--- src/rtl/dm_store_buffer_pkg.sv ---
// Shared types and default sizes for the data-memory store buffer.
package lsu_pkg;

  localparam int unsigned SB_DEPTH  = 4;
  localparam int unsigned SB_ADDR_W = 8;
  localparam int unsigned SB_DATA_W = 32;

  typedef enum logic [1:0] {
    IDLE   = 2'd0,
    LD_RD  = 2'd1,
    LD_RSP = 2'd2
  } lsu_state_e;

  typedef struct packed {
    logic                 valid;
    logic [SB_ADDR_W-1:0] addr;
    logic [SB_DATA_W-1:0] data;
  } sb_entry_t;

endpackage

--- src/rtl/dm_store_buffer_if.sv ---
// Request/response and data-memory port bundle of the store buffer.
interface dm_store_buffer_if
  import lsu_pkg::*;
#(
  parameter int unsigned ADDR_W = SB_ADDR_W,
  parameter int unsigned DATA_W = SB_DATA_W
);

  logic              req_valid;
  logic              req_we;
  logic [ADDR_W-1:0] req_addr;
  logic [DATA_W-1:0] req_wdata;
  logic              req_ready;
  logic              rsp_valid;
  logic [DATA_W-1:0] rsp_rdata;
  logic [ADDR_W-1:0] dm_address;
  logic [DATA_W-1:0] dm_data;
  logic              dm_rden;
  logic              dm_wren;
  logic [DATA_W-1:0] dm_q;
  logic              sb_empty;

  modport master (
    output req_valid, req_we, req_addr, req_wdata, dm_q,
    input  req_ready, rsp_valid, rsp_rdata, dm_address, dm_data, dm_rden, dm_wren, sb_empty
  );

  modport slave (
    input  req_valid, req_we, req_addr, req_wdata, dm_q,
    output req_ready, rsp_valid, rsp_rdata, dm_address, dm_data, dm_rden, dm_wren, sb_empty
  );

endinterface

--- src/rtl/dm_store_buffer_sb_fifo.sv ---
// In-order store-buffer storage with wrap-bit pointers and youngest-match forwarding lookup.
module sb_fifo
  import lsu_pkg::*;
#(
  parameter int unsigned DEPTH = SB_DEPTH
) (
  input  logic                 clock,
  input  logic                 reset,
  input  logic                 push_i,
  input  logic [SB_ADDR_W-1:0] wr_addr_i,
  input  logic [SB_DATA_W-1:0] wr_data_i,
  input  logic                 pop_i,
  input  logic [SB_ADDR_W-1:0] lookup_addr_i,
  output logic [SB_ADDR_W-1:0] head_addr_c_o,
  output logic [SB_DATA_W-1:0] head_data_c_o,
  output logic                 hit_c_o,
  output logic [SB_DATA_W-1:0] hit_data_c_o,
  output logic                 full_c_o,
  output logic                 empty_c_o
);

  localparam int unsigned IDX_W = $clog2(DEPTH);
  localparam int unsigned PTR_W = IDX_W + 1;

  sb_entry_t        mem_q [DEPTH];
  logic [PTR_W-1:0] head_q, head_d;
  logic [PTR_W-1:0] tail_q, tail_d;
  logic [IDX_W-1:0] head_idx, tail_idx, slot;
  logic             do_push, do_pop;

  assign head_idx  = head_q[IDX_W-1:0];
  assign tail_idx  = tail_q[IDX_W-1:0];
  assign empty_c_o = (head_q == tail_q);
  assign full_c_o  = (head_idx == tail_idx) && (head_q[IDX_W] != tail_q[IDX_W]);
  assign do_push   = push_i && !full_c_o;
  assign do_pop    = pop_i && !empty_c_o;

  assign head_addr_c_o = mem_q[head_idx].addr;
  assign head_data_c_o = mem_q[head_idx].data;

  always_comb begin
    head_d = head_q;
    tail_d = tail_q;
    if (do_push) tail_d = tail_q + PTR_W'(1);
    if (do_pop)  head_d = head_q + PTR_W'(1);
  end

  always_ff @(posedge clock) begin
    if (reset) begin
      head_q <= '0;
      tail_q <= '0;
      for (int unsigned i = 0; i < DEPTH; i++) mem_q[i].valid <= 1'b0;
    end else begin
      head_q <= head_d;
      tail_q <= tail_d;
      if (do_push) mem_q[tail_idx] <= '{valid: 1'b1, addr: wr_addr_i, data: wr_data_i};
      if (do_pop)  mem_q[head_idx].valid <= 1'b0;
    end
  end

  // Walk oldest to youngest so the last hit is the youngest matching store.
  always_comb begin
    hit_c_o      = 1'b0;
    hit_data_c_o = '0;
    slot         = '0;
    for (int unsigned k = 0; k < DEPTH; k++) begin
      slot = head_idx + IDX_W'(k);
      if (mem_q[slot].valid && (mem_q[slot].addr == lookup_addr_i)) begin
        hit_c_o      = 1'b1;
        hit_data_c_o = mem_q[slot].data;
      end
    end
  end

endmodule

--- src/rtl/dm_store_buffer.sv ---
// Load/store front-end for DM: posts stores into a draining buffer, serves loads with forwarding.
module dm_store_buffer
  import lsu_pkg::*;
#(
  parameter int unsigned DEPTH  = SB_DEPTH,
  parameter int unsigned ADDR_W = SB_ADDR_W,
  parameter int unsigned DATA_W = SB_DATA_W
) (
  input logic              clock,
  input logic              reset,
  dm_store_buffer_if.slave bus
);

  lsu_state_e           state_q, state_d;
  logic [ADDR_W-1:0]    ld_addr_q, ld_addr_d;
  logic [DATA_W-1:0]    rsp_rdata_q, rsp_rdata_d;
  logic                 rsp_valid_q, rsp_valid_d;

  logic                 ready_c, accept_c, push_c, drain_c;
  logic                 full_c, empty_c, hit_c;
  logic [SB_DATA_W-1:0] hit_data_c;
  logic [SB_ADDR_W-1:0] head_addr_c;
  logic [SB_DATA_W-1:0] head_data_c;
  logic [ADDR_W-1:0]    dm_address_c;
  logic [DATA_W-1:0]    dm_data_c;
  logic                 dm_rden_c;

  sb_fifo #(.DEPTH(DEPTH)) u_sb_fifo (
    .clock         (clock),
    .reset         (reset),
    .push_i        (push_c),
    .wr_addr_i     (SB_ADDR_W'(bus.req_addr)),
    .wr_data_i     (SB_DATA_W'(bus.req_wdata)),
    .pop_i         (drain_c),
    .lookup_addr_i (SB_ADDR_W'(ld_addr_q)),
    .head_addr_c_o (head_addr_c),
    .head_data_c_o (head_data_c),
    .hit_c_o       (hit_c),
    .hit_data_c_o  (hit_data_c),
    .full_c_o      (full_c),
    .empty_c_o     (empty_c)
  );

  // Next state, load capture and DM port decode; the buffer is frozen while DM is being read.
  always_comb begin
    state_d      = state_q;
    ld_addr_d    = ld_addr_q;
    rsp_rdata_d  = rsp_rdata_q;
    ready_c      = (state_q == IDLE) && !full_c;
    accept_c     = bus.req_valid && ready_c;
    push_c       = accept_c && bus.req_we;
    drain_c      = (state_q != LD_RD) && !empty_c;
    dm_rden_c    = 1'b0;
    dm_address_c = '0;
    dm_data_c    = '0;

    case (state_q)
      IDLE: begin
        if (accept_c && !bus.req_we) begin
          ld_addr_d = bus.req_addr;
          state_d   = LD_RD;
        end
      end
      LD_RD: begin
        rsp_rdata_d = hit_c ? DATA_W'(hit_data_c) : bus.dm_q;
        state_d     = LD_RSP;
      end
      LD_RSP:  state_d = IDLE;
      default: state_d = IDLE;
    endcase

    if (state_q == LD_RD) begin
      dm_rden_c    = 1'b1;
      dm_address_c = ld_addr_q;
    end else if (drain_c) begin
      dm_address_c = ADDR_W'(head_addr_c);
      dm_data_c    = DATA_W'(head_data_c);
    end

    rsp_valid_d = (state_d == LD_RSP);
  end

  always_ff @(posedge clock) begin
    if (reset) begin
      state_q     <= IDLE;
      ld_addr_q   <= '0;
      rsp_rdata_q <= '0;
      rsp_valid_q <= 1'b0;
    end else begin
      state_q     <= state_d;
      ld_addr_q   <= ld_addr_d;
      rsp_rdata_q <= rsp_rdata_d;
      rsp_valid_q <= rsp_valid_d;
    end
  end

  assign bus.req_ready  = ready_c;
  assign bus.rsp_valid  = rsp_valid_q;
  assign bus.rsp_rdata  = rsp_rdata_q;
  assign bus.dm_address = dm_address_c;
  assign bus.dm_data    = dm_data_c;
  assign bus.dm_rden    = dm_rden_c;
  assign bus.dm_wren    = drain_c;
  assign bus.sb_empty   = empty_c;

endmodule

--- src/flat_wrapper.sv ---
// flat-port wrapper written by rule: the top's interface ports become plain ports
module dm_store_buffer_flat import lsu_pkg::*;
#(
  parameter int unsigned DEPTH  = SB_DEPTH,
  parameter int unsigned ADDR_W = SB_ADDR_W,
  parameter int unsigned DATA_W = SB_DATA_W
)
  (clock, reset, bus_req_valid, bus_req_we, bus_req_addr, bus_req_wdata, bus_dm_q, bus_req_ready, bus_rsp_valid, bus_rsp_rdata, bus_dm_address, bus_dm_data, bus_dm_rden, bus_dm_wren, bus_sb_empty);
  dm_store_buffer_if #(.ADDR_W(ADDR_W), .DATA_W(DATA_W)) bus_i ();
  input logic clock;
  input logic reset;
  input wire logic [$bits(bus_i.req_valid)-1:0] bus_req_valid;
  input wire logic [$bits(bus_i.req_we)-1:0] bus_req_we;
  input wire logic [$bits(bus_i.req_addr)-1:0] bus_req_addr;
  input wire logic [$bits(bus_i.req_wdata)-1:0] bus_req_wdata;
  input wire logic [$bits(bus_i.dm_q)-1:0] bus_dm_q;
  output wire logic [$bits(bus_i.req_ready)-1:0] bus_req_ready;
  output wire logic [$bits(bus_i.rsp_valid)-1:0] bus_rsp_valid;
  output wire logic [$bits(bus_i.rsp_rdata)-1:0] bus_rsp_rdata;
  output wire logic [$bits(bus_i.dm_address)-1:0] bus_dm_address;
  output wire logic [$bits(bus_i.dm_data)-1:0] bus_dm_data;
  output wire logic [$bits(bus_i.dm_rden)-1:0] bus_dm_rden;
  output wire logic [$bits(bus_i.dm_wren)-1:0] bus_dm_wren;
  output wire logic [$bits(bus_i.sb_empty)-1:0] bus_sb_empty;
  assign bus_i.req_valid = bus_req_valid;
  assign bus_i.req_we = bus_req_we;
  assign bus_i.req_addr = bus_req_addr;
  assign bus_i.req_wdata = bus_req_wdata;
  assign bus_i.dm_q = bus_dm_q;
  assign bus_req_ready = bus_i.req_ready;
  assign bus_rsp_valid = bus_i.rsp_valid;
  assign bus_rsp_rdata = bus_i.rsp_rdata;
  assign bus_dm_address = bus_i.dm_address;
  assign bus_dm_data = bus_i.dm_data;
  assign bus_dm_rden = bus_i.dm_rden;
  assign bus_dm_wren = bus_i.dm_wren;
  assign bus_sb_empty = bus_i.sb_empty;
  dm_store_buffer #(.DEPTH(DEPTH), .ADDR_W(ADDR_W), .DATA_W(DATA_W)) u_core (.clock(clock), .reset(reset), .bus(bus_i));
endmodule
--- config.mk ---
export PLATFORM = sky130hd
export DESIGN_NAME = dm_store_buffer_flat
export DESIGN_NICKNAME = d
export VERILOG_FILES = /design/src/rtl/dm_store_buffer_pkg.sv /design/src/rtl/dm_store_buffer_if.sv /design/src/rtl/dm_store_buffer_sb_fifo.sv /design/src/rtl/dm_store_buffer.sv /design/src/flat_wrapper.sv
export SDC_FILE = /design/constraint.sdc
export NUM_CORES = 1
export LEC_CHECK = 0
export CAP_MARGIN = 30
export CORE_MARGIN = 3
export CORE_UTILIZATION = 61
export CTS_CLUSTER_DIAMETER = 200
export DETAILED_ROUTE_END_ITERATION = 8
export HOLD_SLACK_MARGIN = 0.15
export PLACE_DENSITY_LB_ADDON = 0.12
export SYNTH_ARGS = -nofsm -noshare
export SYNTH_HDL_FRONTEND = slang
export SYNTH_HIERARCHICAL = 1
export SYNTH_SLANG_ARGS = --single-unit
--- constraint.sdc ---
create_clock -name clock -period 8.7 [get_ports clock]
set_input_delay 1.74 -clock clock [delete_from_list [all_inputs] [get_ports clock]]
set_output_delay 1.74 -clock clock [all_outputs]
set_load 0.02 [all_outputs]
-- After elaboration in Yosys (flattened, before gate mapping)
Memories as Yosys holds them, arrays and structs flattened. A register that Yosys moved wholly into a read port is not among the register bits.
Index checks and enable logic that the tools add are counted.
- register bits: 49
- bits in latches: 0
- RAM bits: 164
- memory bits (read-only): 0
- input bits: 76
- output and inout port bits: 77
- word-level logic and storage cells: 73
- memories kept: 1
- add/sub/neg operators: 5
- multipliers: 0
- divide/modulo/power cells: 0
- order comparisons: 0
- eq/ne operators: 10
- shift-type cells: 0
- muxes and demuxes: 32
- bitwise operators: 0
- reductions and logical operators: 19
- memories (name ; words ; bits a word ; read ports ; clocked after Yosys merged registers in ; write ports ; line ; RTL):
    u_core.u_sb_fifo.mem_q ; 4 ; 41 ; 4 ; 1 ; 4 ; dm_store_buffer_sb_fifo.sv:25 ; sb_entry_t mem_q [DEPTH];
- operator list (cell ; number):
    $mux 32 ; 7
    $mux 41 ; 2
    $reduce_or 41->1 ; 2
    $eq 8x8->1 ; 4
    $mux 8 ; 2
    $mux 2 ; 7
    $mux 1 ; 13
    $logic_and 1x1->1 ; 12
    $add 3x1->3 const B ; 2
    $add 2x2->2 const B ; 2
    $pmux 2 s2 ; 1
    $eq 3x3->1 ; 1
    $logic_not 1->1 ; 3
    $add 2x1->2 const B ; 1
    $eq 2x1->1 const B ; 1
    $eq 2x2->1 ; 1
    $eq 2x2->1 const B ; 1
    $logic_not 2->1 ; 1
    $ne 2x1->1 const B ; 1
    $reduce_and 2->1 ; 1
    $ne 1x1->1 ; 1

-- Depth between registers and ports, before layout
Gate-level depths: netlist (run 1).
- depth in word-level cells: 12
- mapped depth: 19
- mapped depth without buffers: 11

-- Hierarchy
The synthesis (run 1) kept the hierarchy.
- by module, submodules not included (module ; instances ; cells an instance ; area each (um^2) ; sequential area each (um^2)):
    sb_fifo ; 1 ; 880 ; 11164.5 ; 5044.8
    dm_store_buffer ; 1 ; 231 ; 2272.2 ; 840.8

-- Worst setup path after synthesis (run 1)
No wires, ideal clock.
- kind: reg2reg
- from: reg u_core.u_sb_fifo.head_q[0]
- to: mem u_core/u_sb_fifo/mem_q[2][0] in the netlist's numbering, enable pin
- arrival time: 5.325 ns
- slack: 2.877 ns
- stages on the path, launching flop included: 15
- period minus slack after synthesis: 5.823 ns
- cell sequence: dfxtp_1 buf_6 buf_6 buf_6 buf_6 buf_4 xnor2_1 nand3_1 inv_1 nor3_2 and3_1 and2_1 buf_2 nand2_1 nor3b_1
- RTL lines (what ; line ; RTL):
    start: declaration ; dm_store_buffer_sb_fifo.sv:26 ; logic [PTR_W-1:0] head_q, head_d;
    start signal: assignment ; dm_store_buffer_sb_fifo.sv:50 ; head_q <= '0;
    start signal: assignment ; dm_store_buffer_sb_fifo.sv:54 ; head_q <= head_d;
    end: declaration ; dm_store_buffer_sb_fifo.sv:25 ;

-- Final worst setup path (run 1)
- from: reg u_core.u_sb_fifo.head_q[0]
- to: reg u_core.rsp_rdata_q[17], in the netlist u_core/bus.rsp_rdata[17]
- elaborated cells on any way between the ends: 17
- those cells by class: add/sub: 3; eq/ne: 3; mux: 7; reduce/logical: 3; memory: 1
- RTL lines (what ; line ; RTL):
    $add 2x2->2 * ; dm_store_buffer_sb_fifo.sv:67 ; slot = head_idx + IDX_W'(k);
    via u_core.u_sb_fifo.slot[0] ; dm_store_buffer_sb_fifo.sv:28 ; logic [IDX_W-1:0] head_idx, tail_idx, slot;
    $mem_v2 4x41 * ; n/a ;
    $eq 8x8->1 ; dm_store_buffer_sb_fifo.sv:68 ; if (mem_q[slot].valid && (mem_q[slot].addr == lookup_addr_i)) begin
    $logic_and 1x1->1 * ; dm_store_buffer_sb_fifo.sv:68 ;
    $mux 1 * ; dm_store_buffer_sb_fifo.sv:68 ;
    via u_core.hit_c ; dm_store_buffer.sv:20 ; logic full_c, empty_c, hit_c;
    $mux 32 * ; dm_store_buffer.sv:65 ; rsp_rdata_d = hit_c ? DATA_W'(hit_data_c) : bus.dm_q;
    end signal: assignment ; dm_store_buffer.sv:92 ; rsp_rdata_q <= rsp_rdata_d;
    end: declaration ; dm_store_buffer.sv:16 ; logic [DATA_W-1:0] rsp_rdata_q, rsp_rdata_d;
The timed path passes the listed nets; every way through them passes the cells marked *.
A chain may end at the register's enable or synchronous reset.

==> results of run 1 <==
[synthesized netlist by cell type (all sizes together) (2+ instances only)]
| cell | count | area share, % |
|---|---|---|
| a211oi | 32 | 2.5 |
| a21oi | 9 | 0.34 |
| a22o | 8 | 0.52 |
| a2bb2oi | 3 | 0.20 |
| and2 | 34 | 1.6 |
| and3 | 73 | 3.4 |
| buf | 64 | 3.4 |
| clkbuf | 44 | 1.2 |
| dfxtp | 54 | 8.0 |
| edfxtp | 160 | 36 |
| ha | 5 | 0.47 |
| inv | 7 | 0.20 |
| mux2 | 32 | 2.7 |
| mux2i | 88 | 6.6 |
| mux4 | 90 | 15 |
| nand2 | 106 | 3.0 |
| nand2b | 18 | 0.84 |
| nand3 | 38 | 1.4 |
| nand3b | 2 | 0.11 |
| nand4 | 3 | 0.14 |
| nor2 | 73 | 2.1 |
| nor2b | 6 | 0.34 |
| nor3 | 6 | 0.34 |
| nor3b | 3 | 0.17 |
| nor4 | 3 | 0.36 |
| o211ai | 34 | 1.9 |
| o21ai | 32 | 1.2 |
| o31ai | 31 | 2.8 |
| xnor2 | 37 | 2.4 |
| xor2 | 8 | 0.52 |
[cells in the final DEF, fill, tap and decap left out, types with 33 or more instances in the layout]
master           instances
o211ai_1                34
nor2_1                  71
clkdlybuf4s50_1        151
edfxtp_1               160
and2_1                  33
and3_1                  73
dfxtp_1                 50
mux4_2                  90
mux2i_1                 88
nand3_1                 37
nand2_1                106
xnor2_1                 37
[through the flow]
stage	instances	area, µm²	hold slack [ns]	setup slack, ns
floorplan	1111	13400	0.460	2.88
global placement	1450	14900	0.490	2.73
detailed placement	1452	15000	0.498	2.55
CTS	1493	15800	0.506	2.52
global route	1494	15800	0.525	2.56
finish	1494	15800	0.502	2.91
[worst max path at each step]
| stage | start | slack [ns] | cells past startpoint | endpoint |
|---|---|---|---|---|
| 2_1_floorplan | u_core/u_sb_fifo/head_q[0]$_SDFFE_PP0P_ | 2.88 | 14 | u_core/u_sb_fifo/mem_q[2][0]$_DFFE_PP_ |
| 3_3_place_gp | u_core/u_sb_fifo/head_q[0]$_SDFFE_PP0P_ | 2.73 | 11 | u_core/bus.rsp_rdata[0]$_SDFFE_PP0P_ |
| 3_5_place_dp | u_core/u_sb_fifo/head_q[0]$_SDFFE_PP0P_ | 2.55 | 11 | u_core/bus.rsp_rdata[17]$_SDFFE_PP0P_ |
| 4_1_cts | u_core/u_sb_fifo/head_q[0]$_SDFFE_PP0P_ | 2.52 | 11 | u_core/bus.rsp_rdata[17]$_SDFFE_PP0P_ |
| 5_1_grt | u_core/u_sb_fifo/head_q[0]$_SDFFE_PP0P_ | 2.56 | 12 | u_core/bus.rsp_rdata[17]$_SDFFE_PP0P_ |
| 6_report | u_core/u_sb_fifo/head_q[0]$_SDFFE_PP0P_ | 2.91 | 12 | u_core/bus.rsp_rdata[17]$_SDFFE_PP0P_ |
[per-layer routing]
| layer | vias to the layer above | global-route usage, % |
|---|---|---|
| li1 | 4409 | - |
| met1 | 4852 | 38.7 |
| met2 | 470 | 46.8 |
| met3 | 59 | 3.16 |
| met4 | 0 | 7.28 |
| met5 | - | 0 |
[where the power goes]
| group | switching [mW] | total (mW) | internal [mW] |
|---|---|---|---|
| clock network | 0.401 | 1.07 | 0.666 |
| logic | 0.212 | 0.418 | 0.206 |
| registers | 0.0290 | 1.14 | 1.11 |
[cell type report]
class	count	area share (%)
clock buffers	28	3.76
clock inverters	13	1.43
inverters	7	0.166
multi-input cells	782	44.1
flip-flops and latches	214	37.3
well taps	275	2.18
repair buffers	175	11.1
[flip-flops by register name, indices dropped and copies added (netlist names), named ones only]
register / cells
u_core/ld_addr_q: 8
u_core/u_sb_fifo/head_q: 3
u_core/u_sb_fifo/mem_q: 164
u_core/state_q: 2
u_core/bus.rsp_rdata: 32
u_core/u_sb_fifo/tail_q: 3
[worst reg2reg max path: stages, from the launching register on]
cell	delay, ns
dfxtp_4	0.39
buf_16	0.32
inv_1	0.24
ha_4	0.85
buf_4	0.66
mux4_2	0.61
xnor2_1	0.16
nand2_1	0.13
or4_2	1.13
nand3_2	0.18
buf_4	0.57
mux2i_1	0.18
a211oi_1	0.30
[logic make-up (layout without fill, tap and decap cells)]
group | after synthesis | count (layout)
AND/OR/NAND/NOR | 369 | 369
AO/OA/AOI/OAI | 153 | 153
buffers and inverters | 115 | 223
adder cells (fa/ha/maj) | 5 | 5
flip-flops | 214 | 214
multiplexers | 210 | 210
XOR/XNOR | 45 | 45
==> out/results.txt, run 1 <==
r2r endpoint: u_core/bus.rsp_rdata[17]$_SDFFE_PP0P_
Synth Flop Type: edfxtp_1
Async SR Flop Fraction: 0%
Cell Area, Synth: 13400 µm²
CP top delay family: buffers and inverters
critical path, cell by cell: buf_16, inv_1, ha_4, buf_4, mux4_2, xnor2_1, nand2_1, or4_2, nand3_2, buf_4, mux2i_1, a211oi_1
Yosys cell types: 49
Max Fclk: 0.173 GHz
length of routed wiring on met1: 13600 µm
initial DRC count: 819
WL/cell: 22.7 µm
Vias: 9790
critical path class: reg -> reg
CTS clock-pin slew for the worst setup and hold paths: 0.06 ns
CP max stage cell: or4_2
Total Wirelength: 33900 µm
Buf/Inv on CP: 4
Fin Clk Skew: 0.00966 ns
largest family of logic cells by synthesized area: multiplexers
max-cap violations: 0
final core occ: 74.0%
Final Max Tran Viols: 0
insertion delay to the later sink of the worst-skew pair: 0.51 ns
worst reg2reg path depth: 12
Starting Density: 62.9%
Die H: 154 µm
final hold violations: 0
RePlAce Congestion: 0.844
core area: 21400 µm²
I/O pins: 153
Crit. End Element: register
yosys warns: 6
mux cell area share after synthesis: 24.3%
hold path start: u_core/bus.rsp_rdata[12]$_SDFFE_PP0P_
Bufs on Longest Clock Path: 3
Area growth, synth to finish: 17.6%
RSZ-0062 raised after global routing: no
Synth Register Bits: 214
CP Max Fanout: 82
CTS Buf Count: 23
met2 WL: 16800 µm
CP peak stage delay: 1.13 ns
VDD IR max: 0.266 mV
Hold Path Depth: 2
gr ovfl total: 0
Synth Instances: 1111
DRT Pass-1 Iters: 5
worst r2r src: u_core/u_sb_fifo/head_q[0]$_SDFFE_PP0P_
# DRC: 0
Num Clock Sinks: 214
met3 wire length: 2830 µm
Reg area: 5900 µm²
status: complete, no violations
Leakage Power: 4.99 nW
Hold Buf Count CTS: 0
num rows: 53
Crit path arrival time: 6.20 ns
Detail Route Antenna Nets: 0
syn_nets: 1192
largest net degree at the start of global routing: 83
Clk Tree Root Cell: clkbuf_16
multi-input logic area: 6960 µm²
xor/xnor cell area share of the yosys netlist: 2.93%
worst slew pin tran: 0.998 ns
die area: 23800 µm²
EDFF count, synth: 160
number of setup violations in the final report: 0
Hold Path Class: reg -> reg
Pwr Total: 2.62 mW
CTS tree: built
post-synthesis simple-gate area fraction: 14.0%
flop2flop setup slack: 2.91 ns
Post-layout nets: 1284
share of cells above drive strength 1: 20.3%
H-tree depth: 1
IO Port Bufs: 152
initial antenna violation count: 0
Top Metal Used: met4
Die Wd: 154 µm
n_diodes: 0
period utilisation layout: 66.6%
Relative slew margins: 33.5%
Startpoint Class: register
Total Routing Usage GR: 27.7%
Worst Hold Path EP: u_core/bus.rsp_rdata[12]$_SDFFE_PP0P_
register area share after synthesis: 43.8%
Post-Syn Area per Cell: 12.1 µm²
via count of the first global-routing pass: 9562
Pwr Density: 166 nW/µm²
Worst EP required: 9.11 ns
Synth Area in Adders: 0.466%
DR vias/cell: 6.55
first-pass GRT wire length: 53000 µm
FILL cells: 1432
Post-CTS Setup Inserts: 0
Final HPWL DP: 20900 µm
min cycle time layout: 5.79 ns
critical path's most frequent cell: buf_4
setup TNS: 0 ns
Synth Area in Compound Gates: 9.70%
CTS resizes: 0
Note: power is estimated with default switching activity, not from simulation.
==> run 2: changes to the inputs <==
--- a/config.mk
+++ b/config.mk
@@ -7,7 +7,7 @@
 export LEC_CHECK = 0
 export CAP_MARGIN = 30
 export CORE_MARGIN = 3
-export CORE_UTILIZATION = 61
+export CORE_UTILIZATION = 52
 export CTS_CLUSTER_DIAMETER = 200
 export DETAILED_ROUTE_END_ITERATION = 8
 export HOLD_SLACK_MARGIN = 0.15
==> constraint.sdc (replaced) <==
create_clock -name clock -period 5.3 [get_ports clock]
set_input_delay 1.06 -clock clock [delete_from_list [all_inputs] [get_ports clock]]
set_output_delay 1.06 -clock clock [all_outputs]
set_load 0.02 [all_outputs]
==> run 2 against run 1 <==
- core utilization fell by 11 points
- critical path depth fell by 4
- cell count grew 4.1%
- sequential power rose by 63%
- flip-flop and latch count unchanged
- sequential share of layout area hardly changed
- critical path type is now reg -> out
==> out/results.txt, run 2 (same netlist as run 1, synthesis figures left out) <==
H-tree depth: 1
period utilisation layout: 95.8%
Detail Route Antenna Nets: 0
critical path, cell by cell: buf_4, xnor2_1, nand3b_1, inv_1, nor2_4, buf_4, and2_1, clkdlybuf4s50_1
dpl ws: 0.751 ns
Starting Density: 53.2%
Worst EP required: 4.24 ns
# DRC: 0
Die H: 167 µm
worst slew pin tran: 0.955 ns
Clock power frac: 38.7%
Critical path origin: u_core/u_sb_fifo/head_q[0]$_SDFFE_PP0P_
Stages on worst setup path: 8
r2r endpoint: u_core/bus.rsp_rdata[31]$_SDFFE_PP0P_
Fin Clk Skew: 0.0105 ns
VDD IR max: 0.234 mV
sw frac: 25.2%
RePlAce Congestion: 0.773
Leakage Power: 4.99 nW
worst reg2reg path depth: 11
Area growth, synth to finish: 17.7%
I/O pins: 153
critical path class: reg -> out
Startpoint Class: register
final core occ: 62.6%
max-cap violations: 0
CP top delay family: buffers and inverters
Internal: 3.10 mW
core area: 25300 µm²
die area: 27800 µm²
initial antenna violation count: 0
IO Port Bufs: 152
Worst Hold Path EP: u_core/bus.rsp_rdata[14]$_SDFFE_PP0P_
insertion delay to the later sink of the worst-skew pair: 0.52 ns
Hold Path Class: reg -> reg
Post-layout nets: 1289
Num Clock Sinks: 214
status: complete, no violations
Switch Pwr: 1.05 mW
DR vias/cell: 6.13
most common cell after layout, fill and taps aside: edfxtp_1
Die Wd: 167 µm
largest net degree at the start of global routing: 104
fin cells: 1556
share of cells above drive strength 1: 20.8%
RSZ-0062 raised after global routing: no
CTS Buf Count: 24
Vias: 9540
CTS tree: built
Pwr Density: 262 nW/µm²
Total Routing Usage GR: 23.7%
FILL cells: 2027
Post-CTS Setup Inserts: 0
Hold Buf Count CTS: 0
gr ovfl total: 0
Final Max Tran Viols: 0
min cycle time layout: 5.08 ns
Bufs on Longest Clock Path: 3
Hold Path Depth: 2
Seq pwr share: 45.0%
initial DRC count: 616
Final HPWL DP: 20800 µm
Max Fclk: 0.197 GHz
CP Max Fanout: 51
critical path's most frequent cell: buf_4
Largest Register: u_core/u_sb_fifo/mem_q
final hold violations: 0
n_diodes: 0
Buf/Inv on CP: 4
via count of the first global-routing pass: 9676
Final WS setup: 0.222 ns
Crit path arrival time: 4.02 ns
CTS resizes: 0
WL/cell: 21.3 µm
hold path start: u_core/bus.rsp_rdata[14]$_SDFFE_PP0P_
cell total after placement: 1511
most frequent cells in the layout: edfxtp_1, clkdlybuf4s50_1, nand2_1
CP max stage cell: buf_4
CTS clock-pin slew for the worst setup and hold paths: 0.06 ns
worst r2r src: u_core/u_sb_fifo/head_q[0]$_SDFFE_PP0P_
Total Wirelength: 33200 µm
setup TNS: 0 ns
Clk Tree Root Cell: clkbuf_16
max reg flops: 164
DRT Pass-1 Iters: 5
first-pass GRT wire length: 53400 µm
num rows: 58
Relative slew margins: 36.3%
number of setup violations in the final report: 0
flop2flop setup slack: 0.93 ns
CP peak stage delay: 0.67 ns
Crit. End Element: output pin
combinational share of power: 16.3%
## run 2: changes by cell type in the layout (fill, tap and decap cells not counted), sizes merged
| cell | before | now |
|---|---|---|
| clkinv | 5 | 8 |
| bufinv | 6 | 1 |
| clkbuf | 28 | 32 |
| inv | 7 | 9 |
| clkinvlp | 2 | 1 |
| buf | 24 | 28 |
## run 2: worst max path at each step
| stage | endpoint | slack (ns) |
|---|---|---|
| finish | bus_dm_data[22] | 0.22 |
| global route | bus_dm_data[22] | 0.001 |
| CTS | bus_dm_data[22] | 0.19 |
| detailed placement | bus_dm_data[22] | 0.75 |
| global placement | bus_dm_data[8] | 0.82 |
| floorplan | u_core/u_sb_fifo/mem_q[2][0]$_DFFE_PP_ | -0.52 |
## run 2: worst min-delay path, cell delays in order (launching register included)
cell and delay [ns]:
dfxtp_1 0.31, nor2_1 0.09, a211oi_1 0.05
## run 2: stage by stage
| stage | power [mW] | cell area, µm² | hold WS, ns |
|---|---|---|---|
| final | 4.14 | 15800 | 0.500 |
| after CTS | 4.18 | 15800 | 0.500 |
| after global placement | 2.57 | 15000 | 0.490 |
| after floorplan | 2.35 | 13400 | 0.460 |
| after global routing | 4.30 | 15800 | 0.526 |
| after detailed placement | 2.57 | 15000 | 0.492 |
## run 2: layout make-up
class | instances | area [µm²] | area share [%]
timing repair buffer | 179 | 1740 | 11.0
multi-input combinational | 782 | 6960 | 44.0
clock inverter | 12 | 101 | 0.641
sequential | 214 | 5900 | 37.3
inverter | 7 | 26.3 | 0.166
clock buffer | 32 | 672 | 4.25
tap | 330 | 413 | 2.61
## run 2: per-layer routing
| metal | vias to the layer above | global-route usage (%) | wire length, µm |
|---|---|---|---|
| met3 | 59 | 2.99 | 2170 |
| li1 | 4427 | - | - |
| met2 | 345 | 40.6 | 16300 |
| met1 | 4709 | 32.2 | 13900 |
| met4 | 0 | 6.60 | 808 |
| met5 | - | 0 | 0 |
## run 2: power by group through the flow
stage	sequential (mW)	clock, mW	combinational [mW]
floorplan	1.89	0	0.455
global placement	1.90	0	0.669
detailed placement	1.90	0	0.674
CTS	1.87	1.63	0.677
global route	1.87	1.71	0.727
finish	1.86	1.60	0.676
==> run 3: changes to the inputs <==
--- a/config.mk
+++ b/config.mk
@@ -5,11 +5,11 @@
 export SDC_FILE = /design/constraint.sdc
 export NUM_CORES = 1
 export LEC_CHECK = 0
-export CAP_MARGIN = 30
 export CORE_MARGIN = 3
 export CORE_UTILIZATION = 52
 export CTS_CLUSTER_DIAMETER = 200
 export DETAILED_ROUTE_END_ITERATION = 8
+export GPL_ROUTABILITY_DRIVEN = 0
 export HOLD_SLACK_MARGIN = 0.15
 export PLACE_DENSITY_LB_ADDON = 0.12
 export SYNTH_ARGS = -nofsm -noshare
==> run 3 against run 2 <==
- routed wire length hardly changed
- design area fell by 0.13%
- via count shrank 0.47%
- critical path type unchanged
- non-clock buffer count shrank 1
- count of clock-buffer cells in the layout did not move
- hold slack about the same
- first-iteration DRC count decreased by 3.7%
- critical path depth did not move
- core utilization is 0.079 points lower
- global-route usage is the same
- highest routed layer unchanged
- fmax increased by 0.24%
==> out/results.txt, run 3 (same netlist as run 1, synthesis figures left out) <==
Crit. End Element: output pin
core area: 25300 µm²
CTS tree: built
I/O pins: 153
IO Port Bufs: 152
setup TNS: 0 ns
Die H: 167 µm
FILL cells: 2029
CP top delay family: buffers and inverters
CP peak stage delay: 0.67 ns
status: complete, no violations
Area growth, synth to finish: 17.6%
largest net degree at the start of global routing: 104
RSZ-0062 raised after global routing: no
Worst EP required: 4.24 ns
Detail Route Antenna Nets: 0
Final Max Tran Viols: 0
DRT Pass-1 Iters: 5
WL/cell: 21.3 µm
Startpoint Class: register
CP max stage cell: buf_4
Max Fclk: 0.197 GHz
worst r2r src: u_core/u_sb_fifo/head_q[0]$_SDFFE_PP0P_
Bufs on Longest Clock Path: 3
critical path, cell by cell: buf_4, xnor2_1, nand3b_1, inv_1, nor2_4, buf_4, and2_1, clkdlybuf4s50_1
Hold Buf Count CTS: 0
Clk Tree Root Cell: clkbuf_16
Post-CTS Setup Inserts: 0
Relative slew margins: 33.9%
r2r endpoint: u_core/bus.rsp_rdata[31]$_SDFFE_PP0P_
final instance area: 15800 µm²
CTS Buf Count: 24
flop2flop setup slack: 0.93 ns
worst slew pin tran: 0.992 ns
placed cell areas: 15000 µm²
initial DRC count: 593
H-tree depth: 1
DR vias/cell: 6.11
first-pass GRT wire length: 53400 µm
Stages on worst setup path: 8
CP Max Fanout: 51
insertion delay to the later sink of the worst-skew pair: 0.52 ns
number of setup violations in the final report: 0
# DRC: 0
Total Wirelength: 33200 µm
period utilisation layout: 95.6%
critical path's most frequent cell: buf_4
Num Clock Sinks: 214
CTS resizes: 0
share of cells above drive strength 1: 20.7%
initial antenna violation count: 0
Leakage Power: 4.98 nW
num rows: 58
via count of the first global-routing pass: 9676
most common cell after layout, fill and taps aside: edfxtp_1
Worst Setup EP: bus_dm_data[22]
Vias: 9495
Hold Path Class: reg -> reg
n_diodes: 0
gr ovfl total: 0
Fin Clk Skew: 0.0104 ns
die area: 27800 µm²
Die Wd: 167 µm
final core occ: 62.5%
worst reg2reg path depth: 11
Buf/Inv on CP: 4
Hold Path Depth: 2
Final HPWL DP: 20800 µm
Largest Register: u_core/u_sb_fifo/mem_q
final hold violations: 0
Post-layout nets: 1288
min cycle time layout: 5.07 ns
VDD IR max: 0.234 mV
max reg flops: 164
Starting Density: 53.2%
Critical path origin: u_core/u_sb_fifo/head_q[0]$_SDFFE_PP0P_
Crit path arrival time: 4.01 ns
Pwr Density: 262 nW/µm²
critical path class: reg -> out
Total Routing Usage GR: 23.7%
hold path start: u_core/bus.rsp_rdata[14]$_SDFFE_PP0P_
max-cap violations: 0
most frequent cells in the layout: edfxtp_1, clkdlybuf4s50_1, nand2_1
CTS clock-pin slew for the worst setup and hold paths: 0.06 ns
==> run 3: how the worst min path moves through the flow <==
stage / end / slack [ns]
6_report: u_core/bus.rsp_rdata[14]$_SDFFE_PP0P_ / 0.50
4_1_cts: u_core/bus.rsp_rdata[14]$_SDFFE_PP0P_ / 0.50
2_1_floorplan: u_core/ld_addr_q[4]$_SDFFE_PP0P_ / 0.46
5_1_grt: u_core/bus.rsp_rdata[22]$_SDFFE_PP0P_ / 0.53
3_3_place_gp: u_core/bus.rsp_rdata[19]$_SDFFE_PP0P_ / 0.49
3_5_place_dp: u_core/bus.rsp_rdata[14]$_SDFFE_PP0P_ / 0.49
==> run 3: worst reg2reg max path, delay by kind of cell (launching register included) <==
family	cells	cell delay, ns
compound gates	3	0.94
flops	1	0.59
xor+xnor	1	0.19
mux	2	0.81
simple gates	3	0.67
buf+inv	2	1.07
==> run 3: layout make-up <==
cell class,count,area [µm²],area share (%)
clock buffer,32,672,4.25
clock inverter,12,101,0.642
inverter,7,26.3,0.166
multi-input combinational,782,6960,44.1
sequential,214,5900,37.3
tap,330,413,2.61
timing repair buffer,178,1720,10.9
==> run 3: report_power, final <==
part	internal [mW]	switching (mW)
Combinational	0.328	0.345
Clock	0.945	0.659
Sequential	1.82	0.0412
==> run 3: per-stage QoR <==
step,power (mW),instances,setup slack [ns],hold slack (ns)
6_report,4.14,1555,0.234,0.500
4_1_cts,4.18,1555,0.194,0.500
3_3_place_gp,2.57,1511,0.822,0.490
2_1_floorplan,2.35,1111,-0.523,0.460
3_5_place_dp,2.57,1511,0.751,0.492
5_1_grt,4.30,1555,0.00102,0.526
==> run 3: routing by layer <==
layer | vias to the layer above | global-route usage (%) | part of all wire (%)
li1 | 4422 | - | -
met1 | 4696 | 32.2 | 43
met2 | 317 | 40.6 | 49
met3 | 60 | 2.99 | 5.7
met4 | 0 | 6.60 | 2.5
met5 | - | 0 | 0
